File: src/rtl/gf_mulinv_seq_pkg.sv
// ---------------------------------------------------------------------------
// gf_pkg
// Shared definitions for the GF(2^N) multiply/inverse block:
//   - gf_state_t : controller states (IDLE, MUL, SQR, ACC, DONE)
//   - MODE_MUL / MODE_INV : encoding of the 'mode' operation select
//   - AES_POLY   : default reduction polynomial x^8+x^4+x^3+x+1 (low 8 bits)
// ---------------------------------------------------------------------------
package gf_pkg;

    typedef enum logic [2:0] {
        IDLE = 3'd0,
        MUL  = 3'd1,
        SQR  = 3'd2,
        ACC  = 3'd3,
        DONE = 3'd4
    } gf_state_t;

    localparam logic MODE_MUL = 1'b0;
    localparam logic MODE_INV = 1'b1;

    localparam logic [7:0] AES_POLY = 8'h1B;

endpackage

File: src/rtl/gf_mulinv_seq_if.sv
// ---------------------------------------------------------------------------
// gf_mulinv_seq_if
// Operation/result handshake bundle for gf_mulinv_seq.
//   in_valid/in_ready : operation request handshake (mode, a, b)
//   out_valid/out_ready : result handshake (result)
//   busy : block is working on or holding an operation
// Modports:
//   master : the requester (drives operands, consumes results)
//   slave  : the gf_mulinv_seq block
// ---------------------------------------------------------------------------
interface gf_mulinv_seq_if #(
    parameter int WIDTH = 8
);
    logic             in_valid;
    logic             in_ready;
    logic             mode;
    logic [WIDTH-1:0] a;
    logic [WIDTH-1:0] b;
    logic             out_valid;
    logic             out_ready;
    logic [WIDTH-1:0] result;
    logic             busy;

    modport master (
        output in_valid, mode, a, b, out_ready,
        input  in_ready, out_valid, result, busy
    );

    modport slave (
        input  in_valid, mode, a, b, out_ready,
        output in_ready, out_valid, result, busy
    );
endinterface

File: src/rtl/gf_mul_serial.sv
// ---------------------------------------------------------------------------
// gf_mul_serial
// Bit-serial MSB-first GF(2^WIDTH) multiplier. One multiply takes WIDTH
// clock edges, the first of which is the edge on which 'start' is sampled.
// Ports:
//   clk, rst : clock, asynchronous active-high reset
//   start    : sample a/b and perform the first step on this edge
//   a, b     : operands (only looked at while start is high)
//   done     : high for the cycle after the last step; p is the product
//   p        : running accumulator / final product
// 'start' may be raised in the same cycle as 'done', so a controller can
// chain multiplies with no idle cycle in between.
// ---------------------------------------------------------------------------
module gf_mul_serial
    import gf_pkg::*;
#(
    parameter int               WIDTH = 8,
    parameter logic [WIDTH-1:0] POLY  = WIDTH'(AES_POLY)
) (
    input  logic             clk,
    input  logic             rst,
    input  logic             start,
    input  logic [WIDTH-1:0] a,
    input  logic [WIDTH-1:0] b,
    output logic             done,
    output logic [WIDTH-1:0] p
);

    localparam int CW = $clog2(WIDTH + 1);

    logic [WIDTH-1:0] a_q;
    logic [WIDTH-1:0] b_q;
    logic [WIDTH-1:0] acc_q;
    logic [CW-1:0]    cnt_q;
    logic             run_q;

    // Multiply by x and reduce: shift left, fold the carried-out bit back in.
    function automatic logic [WIDTH-1:0] xtime(input logic [WIDTH-1:0] v);
        xtime = {v[WIDTH-2:0], 1'b0} ^ (v[WIDTH-1] ? POLY : '0);
    endfunction

    assign done = run_q && (cnt_q == CW'(WIDTH));
    assign p    = acc_q;

    // The start edge already consumes b's MSB against a zero accumulator
    // (xtime(0) is 0), so b is stored pre-shifted and the count starts at 1.
    always_ff @(posedge clk or posedge rst) begin
        if (rst) begin
            a_q   <= '0;
            b_q   <= '0;
            acc_q <= '0;
            cnt_q <= '0;
            run_q <= 1'b0;
        end else if (start) begin
            a_q   <= a;
            b_q   <= {b[WIDTH-2:0], 1'b0};
            acc_q <= b[WIDTH-1] ? a : '0;
            cnt_q <= CW'(1);
            run_q <= 1'b1;
        end else if (run_q && !done) begin
            acc_q <= xtime(acc_q) ^ (b_q[WIDTH-1] ? a_q : '0);
            b_q   <= {b_q[WIDTH-2:0], 1'b0};
            cnt_q <= cnt_q + CW'(1);
        end else if (done) begin
            run_q <= 1'b0;
        end
    end

endmodule

File: src/rtl/gf_mulinv_seq.sv
// ---------------------------------------------------------------------------
// gf_mulinv_seq
// Sequential GF(2^WIDTH) multiplier / inverter built around one shared
// bit-serial multiply core.
//   MUL mode : result = a * b, WIDTH cycles of compute
//   INV mode : result = a^(2^N-2) by square-and-multiply, 2(N-1) multiplies
// Ports:
//   clk, rst : clock, asynchronous active-high reset
//   bus      : gf_mulinv_seq_if.slave (request/result handshakes, busy)
// All outputs come straight from registers (state, result), so there is no
// combinational path from in_valid or out_ready to any output.
// ---------------------------------------------------------------------------
module gf_mulinv_seq
    import gf_pkg::*;
#(
    parameter int               WIDTH = 8,
    parameter logic [WIDTH-1:0] POLY  = WIDTH'(AES_POLY)
) (
    input  logic         clk,
    input  logic         rst,
    gf_mulinv_seq_if.slave bus
);

    // Iteration counter only needs to reach WIDTH-2 (last SQR/ACC pair).
    localparam int IW = (WIDTH > 2) ? $clog2(WIDTH - 1) : 1;

    gf_state_t        state_q, state_d;
    logic [WIDTH-1:0] x_q, x_d;
    logic [WIDTH-1:0] r_q, r_d;
    logic [WIDTH-1:0] bop_q, bop_d;
    logic [WIDTH-1:0] result_q, result_d;
    logic [IW-1:0]    iter_q, iter_d;
    logic             first_q, first_d;

    logic             core_start;
    logic [WIDTH-1:0] core_a;
    logic [WIDTH-1:0] core_b;
    logic             core_done;
    logic [WIDTH-1:0] core_p;

    gf_mul_serial #(
        .WIDTH (WIDTH),
        .POLY  (POLY)
    ) u_mul (
        .clk   (clk),
        .rst   (rst),
        .start (core_start),
        .a     (core_a),
        .b     (core_b),
        .done  (core_done),
        .p     (core_p)
    );

    // State and datapath registers.
    always_ff @(posedge clk or posedge rst) begin
        if (rst) begin
            state_q  <= IDLE;
            x_q      <= '0;
            r_q      <= '0;
            bop_q    <= '0;
            result_q <= '0;
            iter_q   <= '0;
            first_q  <= 1'b0;
        end else begin
            state_q  <= state_d;
            x_q      <= x_d;
            r_q      <= r_d;
            bop_q    <= bop_d;
            result_q <= result_d;
            iter_q   <= iter_d;
            first_q  <= first_d;
        end
    end

    // Next-state and core control. The first multiply of an operation is
    // kicked off by first_q in the cycle after the accept; every following
    // multiply is started in the same cycle the previous one reports done,
    // using the fresh product straight off the core, so the chain has no
    // gap cycles and latency depends only on the mode.
    always_comb begin
        state_d    = state_q;
        x_d        = x_q;
        r_d        = r_q;
        bop_d      = bop_q;
        result_d   = result_q;
        iter_d     = iter_q;
        first_d    = 1'b0;
        core_start = 1'b0;
        core_a     = x_q;
        core_b     = x_q;

        case (state_q)
            IDLE: begin
                if (bus.in_valid) begin
                    x_d     = bus.a;
                    bop_d   = (bus.mode == MODE_MUL) ? bus.b : '0;
                    r_d     = WIDTH'(1);
                    iter_d  = '0;
                    first_d = 1'b1;
                    state_d = (bus.mode == MODE_INV) ? SQR : MUL;
                end
            end

            MUL: begin
                core_start = first_q;
                core_a     = x_q;
                core_b     = bop_q;
                if (core_done) begin
                    result_d = core_p;
                    state_d  = DONE;
                end
            end

            // x = x*x; on completion immediately launch r*x with the new x.
            SQR: begin
                if (first_q) begin
                    core_start = 1'b1;
                    core_a     = x_q;
                    core_b     = x_q;
                end else if (core_done) begin
                    x_d        = core_p;
                    core_start = 1'b1;
                    core_a     = r_q;
                    core_b     = core_p;
                    state_d    = ACC;
                end
            end

            // r = r*x; either finish or launch the next squaring.
            ACC: begin
                if (core_done) begin
                    r_d = core_p;
                    if (iter_q == IW'(WIDTH - 2)) begin
                        result_d = core_p;
                        state_d  = DONE;
                    end else begin
                        iter_d     = iter_q + IW'(1);
                        core_start = 1'b1;
                        core_a     = x_q;
                        core_b     = x_q;
                        state_d    = SQR;
                    end
                end
            end

            DONE: begin
                if (bus.out_ready) begin
                    state_d = IDLE;
                end
            end

            default: begin
                state_d = IDLE;
            end
        endcase
    end

    assign bus.in_ready  = (state_q == IDLE);
    assign bus.out_valid = (state_q == DONE);
    assign bus.busy      = (state_q != IDLE);
    assign bus.result    = result_q;

endmodule

File: src/flat_wrapper.sv
// flat-port wrapper written by rule: the top's interface ports become plain ports
module gf_mulinv_seq_flat import gf_pkg::*;
#(
    parameter int               WIDTH = 8,
    parameter logic [WIDTH-1:0] POLY  = WIDTH'(AES_POLY)
)
  (clk, rst, bus_in_valid, bus_mode, bus_a, bus_b, bus_out_ready, bus_in_ready, bus_out_valid, bus_result, bus_busy);
  gf_mulinv_seq_if #(.WIDTH(WIDTH)) bus_i ();
  input  logic clk;
  input  logic rst;
  input wire logic [$bits(bus_i.in_valid)-1:0] bus_in_valid;
  input wire logic [$bits(bus_i.mode)-1:0] bus_mode;
  input wire logic [$bits(bus_i.a)-1:0] bus_a;
  input wire logic [$bits(bus_i.b)-1:0] bus_b;
  input wire logic [$bits(bus_i.out_ready)-1:0] bus_out_ready;
  output wire logic [$bits(bus_i.in_ready)-1:0] bus_in_ready;
  output wire logic [$bits(bus_i.out_valid)-1:0] bus_out_valid;
  output wire logic [$bits(bus_i.result)-1:0] bus_result;
  output wire logic [$bits(bus_i.busy)-1:0] bus_busy;
  assign bus_i.in_valid = bus_in_valid;
  assign bus_i.mode = bus_mode;
  assign bus_i.a = bus_a;
  assign bus_i.b = bus_b;
  assign bus_i.out_ready = bus_out_ready;
  assign bus_in_ready = bus_i.in_ready;
  assign bus_out_valid = bus_i.out_valid;
  assign bus_result = bus_i.result;
  assign bus_busy = bus_i.busy;
  gf_mulinv_seq #(.WIDTH(WIDTH), .POLY(POLY)) u_core (.clk(clk), .rst(rst), .bus(bus_i));
endmodule
File: config.mk
export PLATFORM = sky130hd
export DESIGN_NAME = gf_mulinv_seq_flat
export DESIGN_NICKNAME = d
export VERILOG_FILES = /design/src/rtl/gf_mulinv_seq_pkg.sv /design/src/rtl/gf_mulinv_seq_if.sv /design/src/rtl/gf_mul_serial.sv /design/src/rtl/gf_mulinv_seq.sv /design/src/flat_wrapper.sv
export SDC_FILE = /design/constraint.sdc
export NUM_CORES = 1
export LEC_CHECK = 0
export ABC_AREA = 1
export CAP_MARGIN = 0
export CORE_ASPECT_RATIO = 1.2
export CORE_UTILIZATION = 60
export DETAILED_ROUTE_END_ITERATION = 6
export PLACE_DENSITY = 0.83
export SYNTH_ARGS = -nofsm -noshare
export SYNTH_HDL_FRONTEND = slang
export SYNTH_SLANG_ARGS = --single-unit
export TNS_END_PERCENT = 10
File: constraint.sdc
create_clock -name clk -period 5.1 [get_ports clk]
set_input_delay 1.02 -clock clk [delete_from_list [all_inputs] [get_ports clk]]
set_output_delay 1.02 -clock clk [all_outputs]
set_load 0.05 [all_outputs]
==> results of run 1 <==
## cell type report
class / count / share of cell area [%]
Multi-Input combinational cell: 311 / 38.1
Inverter: 58 / 5.21
Sequential cell: 67 / 40.1
Timing Repair Buffer: 32 / 7.60
Tap cell: 80 / 2.39
Clock buffer: 10 / 3.29
Clock inverter: 6 / 3.26
## kinds of logic after synthesis
family,Yosys count,share of synthesized area [%]
flip-flops,67,47.0
buffers and inverters,70,8.34
adder cells (fa/ha/maj),4,1.40
XOR/XNOR,8,1.96
AND/OR/NAND/NOR,229,29.9
AO/OA/AOI/OAI,70,11.4
## state kept, by name, indices dropped and copies added, names as in the netlist
name and count:
u_core.bop_q 8, u_core.bus.result 8, u_core.first_q 1, u_core.iter_q 3, u_core.r_q 8, u_core.state_q 3, u_core.u_mul.a_q 8, u_core.u_mul.b_q 7
u_core.u_mul.cnt_q 4, u_core.u_mul.p 8, u_core.u_mul.run_q 1, u_core.x_q 8
## report_power, final
part | switching [W] | total [W] | internal, W
Combinational | 0.000771 | 0.00115 | 0.000382
Clock | 0.000216 | 0.000605 | 0.000388
Sequential | 0.000150 | 0.000890 | 0.000740
Total | 0.00114 | 0.00265 | 0.00151
## metal layers
| layer | GRT usage, % | vias to the layer above | part of all wire, % |
|---|---|---|---|
| li1 | - | 1495 | - |
| met1 | 39.3 | 1425 | 43 |
| met2 | 46.0 | 131 | 48 |
| met3 | 5.00 | 26 | 6.1 |
| met4 | 18.0 | 0 | 3.3 |
| met5 | 0 | - | 0 |
## worst reg2reg max path: stages, from the launching register on
cell and delay (ns):
dfrtp_1 0.45, inv_1 0.12, nand3_1 0.37, nand2_2 0.35, o21ai_1 0.11, inv_1 0.07, nand2_1 0.05, nand2_1 0.27
nor2_1 0.09, nor2_1 0.17, nor2_2 0.05
## placed cells by master, fill, tap and decap left out, types with 4 or more instances in the layout
cell and n:
a21oi_1 15, a31oi_1 6, bufinv_16 4, clkbuf_8 10, clkdlybuf4s50_1 31, dfrtp_1 67, ha_1 4, inv_1 47
inv_2 10, nand2_1 120, nand2_2 5, nand3_1 38, nand3_2 4, nor2_1 41, nor2_2 7, o21ai_0 11
o21ai_1 17, o21ai_2 8, o22ai_1 12, xnor2_1 7
## worst max path at each step
| stage | end | slack, ns | start |
|---|---|---|---|
| floorplan | u_core.bop_q[0]$_DFFE_PP0P_ | 2.40 | rst |
| global placement | bus_in_ready | 2.51 | u_core.state_q[0]$_DFFE_PP0P_ |
| detailed placement | u_core.iter_q[0]$_DFFE_PP0P_ | 2.46 | bus_in_valid |
| CTS | bus_in_ready | 2.09 | u_core.state_q[0]$_DFFE_PP0P_ |
| global route | bus_in_ready | 2.04 | u_core.state_q[0]$_DFFE_PP0P_ |
| finish | bus_in_ready | 2.09 | u_core.state_q[0]$_DFFE_PP0P_ |
## metrics by stage
step                      setup WS, ns  cells  hold slack, ns
after floorplan                   2.40    448           0.449
after global placement            2.51    548           0.461
after detailed placement          2.46    548           0.468
after CTS                         2.09    564           0.486
after global routing              2.04    564           0.499
final                             2.09    564           0.485
## Yosys cell counts
cell / count
a21o_1: 1
a21oi_1: 15
a31oi_1: 6
buf_2: 6
buf_4: 2
buf_6: 1
buf_8: 1
clkbuf_1: 1
clkbuf_2: 1
clkinv_1: 1
dfrtp_1: 67
ha_1: 4
inv_1: 48
inv_2: 9
nand2_1: 120
nand2_2: 5
nand2_4: 2
nand2_8: 1
nand3_1: 38
nand3_2: 4
nand4_1: 3
nand4_2: 1
nor2_1: 41
nor2_2: 7
nor2_4: 3
nor2_8: 1
nor3_1: 1
nor3_2: 1
nor3_4: 1
o21ai_0: 11
o21ai_1: 17
o21ai_2: 8
o22ai_1: 12
xnor2_1: 7
xor2_1: 1
==> results.yml, run 1 <==
outcome:
  status: "finished, final reports clean"
clock_tree:
  cts_resized: 0
  cts_buffer_depth: 2
  htree_levels: 3
  cts_tree: "built"
  path_clk_slew_ns: 0.08
  clk_latency_ns: 0.35
  cts_sinks: 67
  cts_setup_buffers: 0
  cts_made_buffers: 9
  clockRootBuffer: "clkbuf_8"
  cts-hold-fix-buffers: 0
floorplan:
  die_x_um: 72.4
  rows: 30
  core-area_um2: 5710
  die_y_um: 86.5
  io_pins: 32
  start_util_pct: 62.5
  die-area_um2: 6260
detailed_routing:
  vias_per_cell: 5.46
  drt_first_pass_iters: 6
  dr.first_iter.drc_count: 291
  vias: 3077
  wirelength_um: 8440
  ant_nets: 0
  drt-wirelength-per-cell_um: 15.0
  drcViolationCount: 0
cells_and_area:
  multi_input_area_um2: 1590
  finalInstanceArea_um2: 4180
  diodes: 0
  finish.utilization_pct: 73.3
  ff_latch_area_um2: 1680
  finalNetCount: 504
  fillCellCount: 440
  layout-drive-gt1-share_pct: 12.6
  area_growth_syn_to_layout_pct: 17.1
global_route:
  antenna_found_initial: 0
  overflow: 0
  grt_pass1_vias: 2972
  grt_pass1_wl_um: 13800
  grt_usage_pct: 29.8
  grt_max_degree: 35
power_and_ir_drop:
  total_power_w: 0.00265
  leakage_nw: 2.01
  cellPowerDensity_nw_per_um2: 633
  ir_drop_mv: 0.446
worst_setup_path:
  r2r_cells: 10
  crit_fanout: 6
  r2r_slack_ns: 2.90
  cp_slowest_cell: "clkdlybuf4s50_1"
  path_depth: 2
  r2r-end: "u_core.u_mul.p[1]$_DFFE_PP0P_"
  path_cells: "nor3_2 > clkdlybuf4s50_1"
  crit_required_ns: 4.08
  slowest_delay_ns: 0.86
  r2r_start: "u_core.state_q[2]$_DFFE_PP0P_"
  path_buf_inv: 1
  cp-start-kind: "flop"
  crit_family: "buffers and inverters"
  worstPathArrival_ns: 1.99
  crit_path_end_kind: "primary output"
  crit_type: "flop to primary output"
sta:
  setup_viol: 0
  worstMarginPinSlew_ns: 0.713
  fin_setup_tns_ns: 0
  slew_headroom_pct: 52.4
  skew_ns: 0.00888
  grt_setup_unrepaired: "false"
  fmax_ghz: 0.332
  period_share_pct: 59.0
  hold_viol: 0
  drv_slew: 0
  period_needed_ns: 3.01
placed_design:
  io_buffer_count: 31
  globalplace.congestion: 0.874
  dpl_cell_area_um2: 3910
  dp_hpwl_um: 5830
yosys:
  syn_inst: 448
  yosysSeqAreaShare_pct: 47.0
  ys_types: 35
  synth_top_area_share_pct: 47.0
  synth_top_cell_by_area: "dfrtp_1"
  synthesis.area_um2: 3570
  yosys_warnings: 0
  synth.area.top_cells: "dfrtp_1 (47%), nand2_1 (13%), nand3_1 (5.3%)"
  avgSynthCellArea_um2: 7.97
  ys_ff_latch: 67
  synth_nets: 473
run:
  maxCapViolCount: 0
min_path:
  worstHoldPathCells: 2
  min_from: "u_core.bus.result[4]$_DFFE_PP0P_"
  hold_path.class: "flop to flop"
  min_to: "u_core.bus.result[4]$_DFFE_PP0P_"
Power figures use the tool's default switching activity.
==> inputs of run 2 (changes only) <==
Settings changed: CORE_UTILIZATION 60 to 58, PLACE_DENSITY 0.83 to 0.8.
Clock period 5.1 ns to 3.12 ns, I/O delays scaled along.
==> run 2 against run 1 <==
Effect of this change: first-iteration DRC count is 8.9% lower; combinational power is 61% higher; power is 56% higher; clock power is 35% higher; non-clock buffer count is 1 higher; sequential share of layout area is 0.39 points higher; setup slack worse by 1.6 ns; design area is 0.96% lower; global-route usage is 1.5 points lower; routed wire length is 2.2% lower; sequential power is 63% higher; critical path type unchanged; largest power group unchanged.
==> results.yml, run 2 (synthesized netlist as in run 1, its figures left out) <==
worst_setup_path:
  cp_slowest_cell: "clkdlybuf4s50_1"
  crit_type: "flop to primary output"
  critPathLaunch: "u_core.state_q[0]$_DFFE_PP0P_"
  r2r_slack_ns: 0.89
  path_buf_inv: 1
  path_cells: "nor3_2 > clkdlybuf4s50_1"
  r2r-end: "u_core.u_mul.p[1]$_DFFE_PP0P_"
  cp-start-kind: "flop"
  crit_family: "buffers and inverters"
  crit_fanout: 6
  r2r_start: "u_core.state_q[2]$_DFFE_PP0P_"
  crit_path_end_kind: "primary output"
  worstPathArrival_ns: 2.00
  crit_required_ns: 2.50
  slowest_delay_ns: 0.87
  r2r_cells: 10
sta:
  skew_ns: 0.00958
  hold_viol: 0
  grt_setup_unrepaired: "false"
  setup_viol: 0
  worstMarginPinSlew_ns: 0.521
  fmax_ghz: 0.381
  fin_setup_tns_ns: 0
  drv_slew: 0
  setup_ws_ns: 0.499
  period_needed_ns: 2.62
  slew_headroom_pct: 65.2
  period_share_pct: 84.0
floorplan:
  die-area_um2: 6470
  die_y_um: 87.9
  start_util_pct: 61.7
  core-area_um2: 5780
  rows: 30
  die_x_um: 73.6
  io_pins: 32
cells_and_area:
  multi_input_area_um2: 1590
  finalNetCount: 505
  final_cell_mix: "nand2_1 (120), dfrtp_1 (67), inv_1 (47)"
  fillCellCount: 480
  finalInstanceArea_um2: 4140
  layout_commonest_cell: "nand2_1"
  diodes: 0
  area_growth_syn_to_layout_pct: 16.0
  layout-drive-gt1-share_pct: 12.8
  ff_latch_area_um2: 1680
placed_design:
  dp_hpwl_um: 5750
  place_ws_ns: 0.888
  io_buffer_count: 31
  globalplace.congestion: 0.912
  dpl_cell_area_um2: 3910
min_path:
  hold_path.class: "flop to flop"
  min_from: "u_core.bus.result[3]$_DFFE_PP0P_"
  worstHoldPathCells: 2
  min_to: "u_core.bus.result[3]$_DFFE_PP0P_"
power_and_ir_drop:
  p_switching_w: 0.00180
  p_int_w: 0.00232
  comb_power_share_pct: 45.0
  clkPwrFrac_pct: 19.8
  ir_drop_mv: 0.816
  cellPowerDensity_nw_per_um2: 996
  p_seq_share_pct: 35.2
  leakage_nw: 2.00
  swShare_pct: 43.7
clock_tree:
  clockRootBuffer: "clkbuf_8"
  cts_resized: 0
  cts-hold-fix-buffers: 0
  cts_tree: "built"
  clk_latency_ns: 0.35
  htree_levels: 3
  cts_buffer_depth: 2
  cts_setup_buffers: 0
  cts_made_buffers: 9
  path_clk_slew_ns: 0.08
  cts_sinks: 67
global_route:
  grt_usage_pct: 28.3
  grt_pass1_vias: 2944
  grt_max_degree: 28
  antenna_found_initial: 0
  grt_pass1_wl_um: 13600
  overflow: 0
detailed_routing:
  vias: 3109
  drt_first_pass_iters: 5
  wirelength_um: 8260
  drcViolationCount: 0
  dr.first_iter.drc_count: 265
  drt-wirelength-per-cell_um: 14.6
  vias_per_cell: 5.50
  ant_nets: 0
run:
  maxCapViolCount: 0
outcome:
  status: "finished, final reports clean"
-- run 2: worst max path at each step --
| stage | end | slack, ns | cells after the start |
|---|---|---|---|
| floorplan | u_core.x_q[0]$_DFFE_PP0P_ | 0.78 | 7 |
| CTS | bus_in_ready | 0.50 | 2 |
| global placement | bus_in_ready | 0.90 | 2 |
| detailed placement | bus_in_ready | 0.89 | 2 |
| global route | bus_out_valid | 0.43 | 3 |
| finish | bus_in_ready | 0.50 | 2 |
-- run 2: power groups by stage --
stage	registers (W)	clock network [W]	logic, W
4_1_cts	0.00145	0.000825	0.00183
6_report	0.00145	0.000818	0.00185
3_3_place_gp	0.00144	0	0.00177
3_5_place_dp	0.00146	0	0.00181
2_1_floorplan	0.00146	0	0.00140
5_1_grt	0.00149	0.000857	0.00207
-- run 2: stage by stage --
step / cells / utilization (%) / power, W / hold WS [ns]
global placement: 549 / 67.7 / 0.00322 / 0.464
global route: 565 / 71.6 / 0.00442 / 0.503
floorplan: 448 / - / 0.00286 / 0.449
detailed placement: 549 / 67.7 / 0.00327 / 0.467
CTS: 565 / 71.6 / 0.00410 / 0.485
finish: 565 / 71.6 / 0.00412 / 0.482
-- run 2: worst min-delay path, stage by stage (launching register included) --
cell,delay (ns)
dfrtp_1,0.34
nand2_1,0.06
o21ai_2,0.05
-- run 2: final cells by class --
type                       count  share of cell area [%]
timing repair buffer          33                    7.86
clock inverter                 5                    1.81
clock buffer                  11                    3.66
multi-input combinational    311                    38.5
inverter                      58                    5.26
tap                           80                    2.42
sequential                    67                    40.5
-- run 2: metal layers --
layer  track usage [%]  share of wire (%)
met2              49.1                 50
met3              4.95                5.1
met5                 0                  0
met1              34.9                 43
met4              11.0                2.3
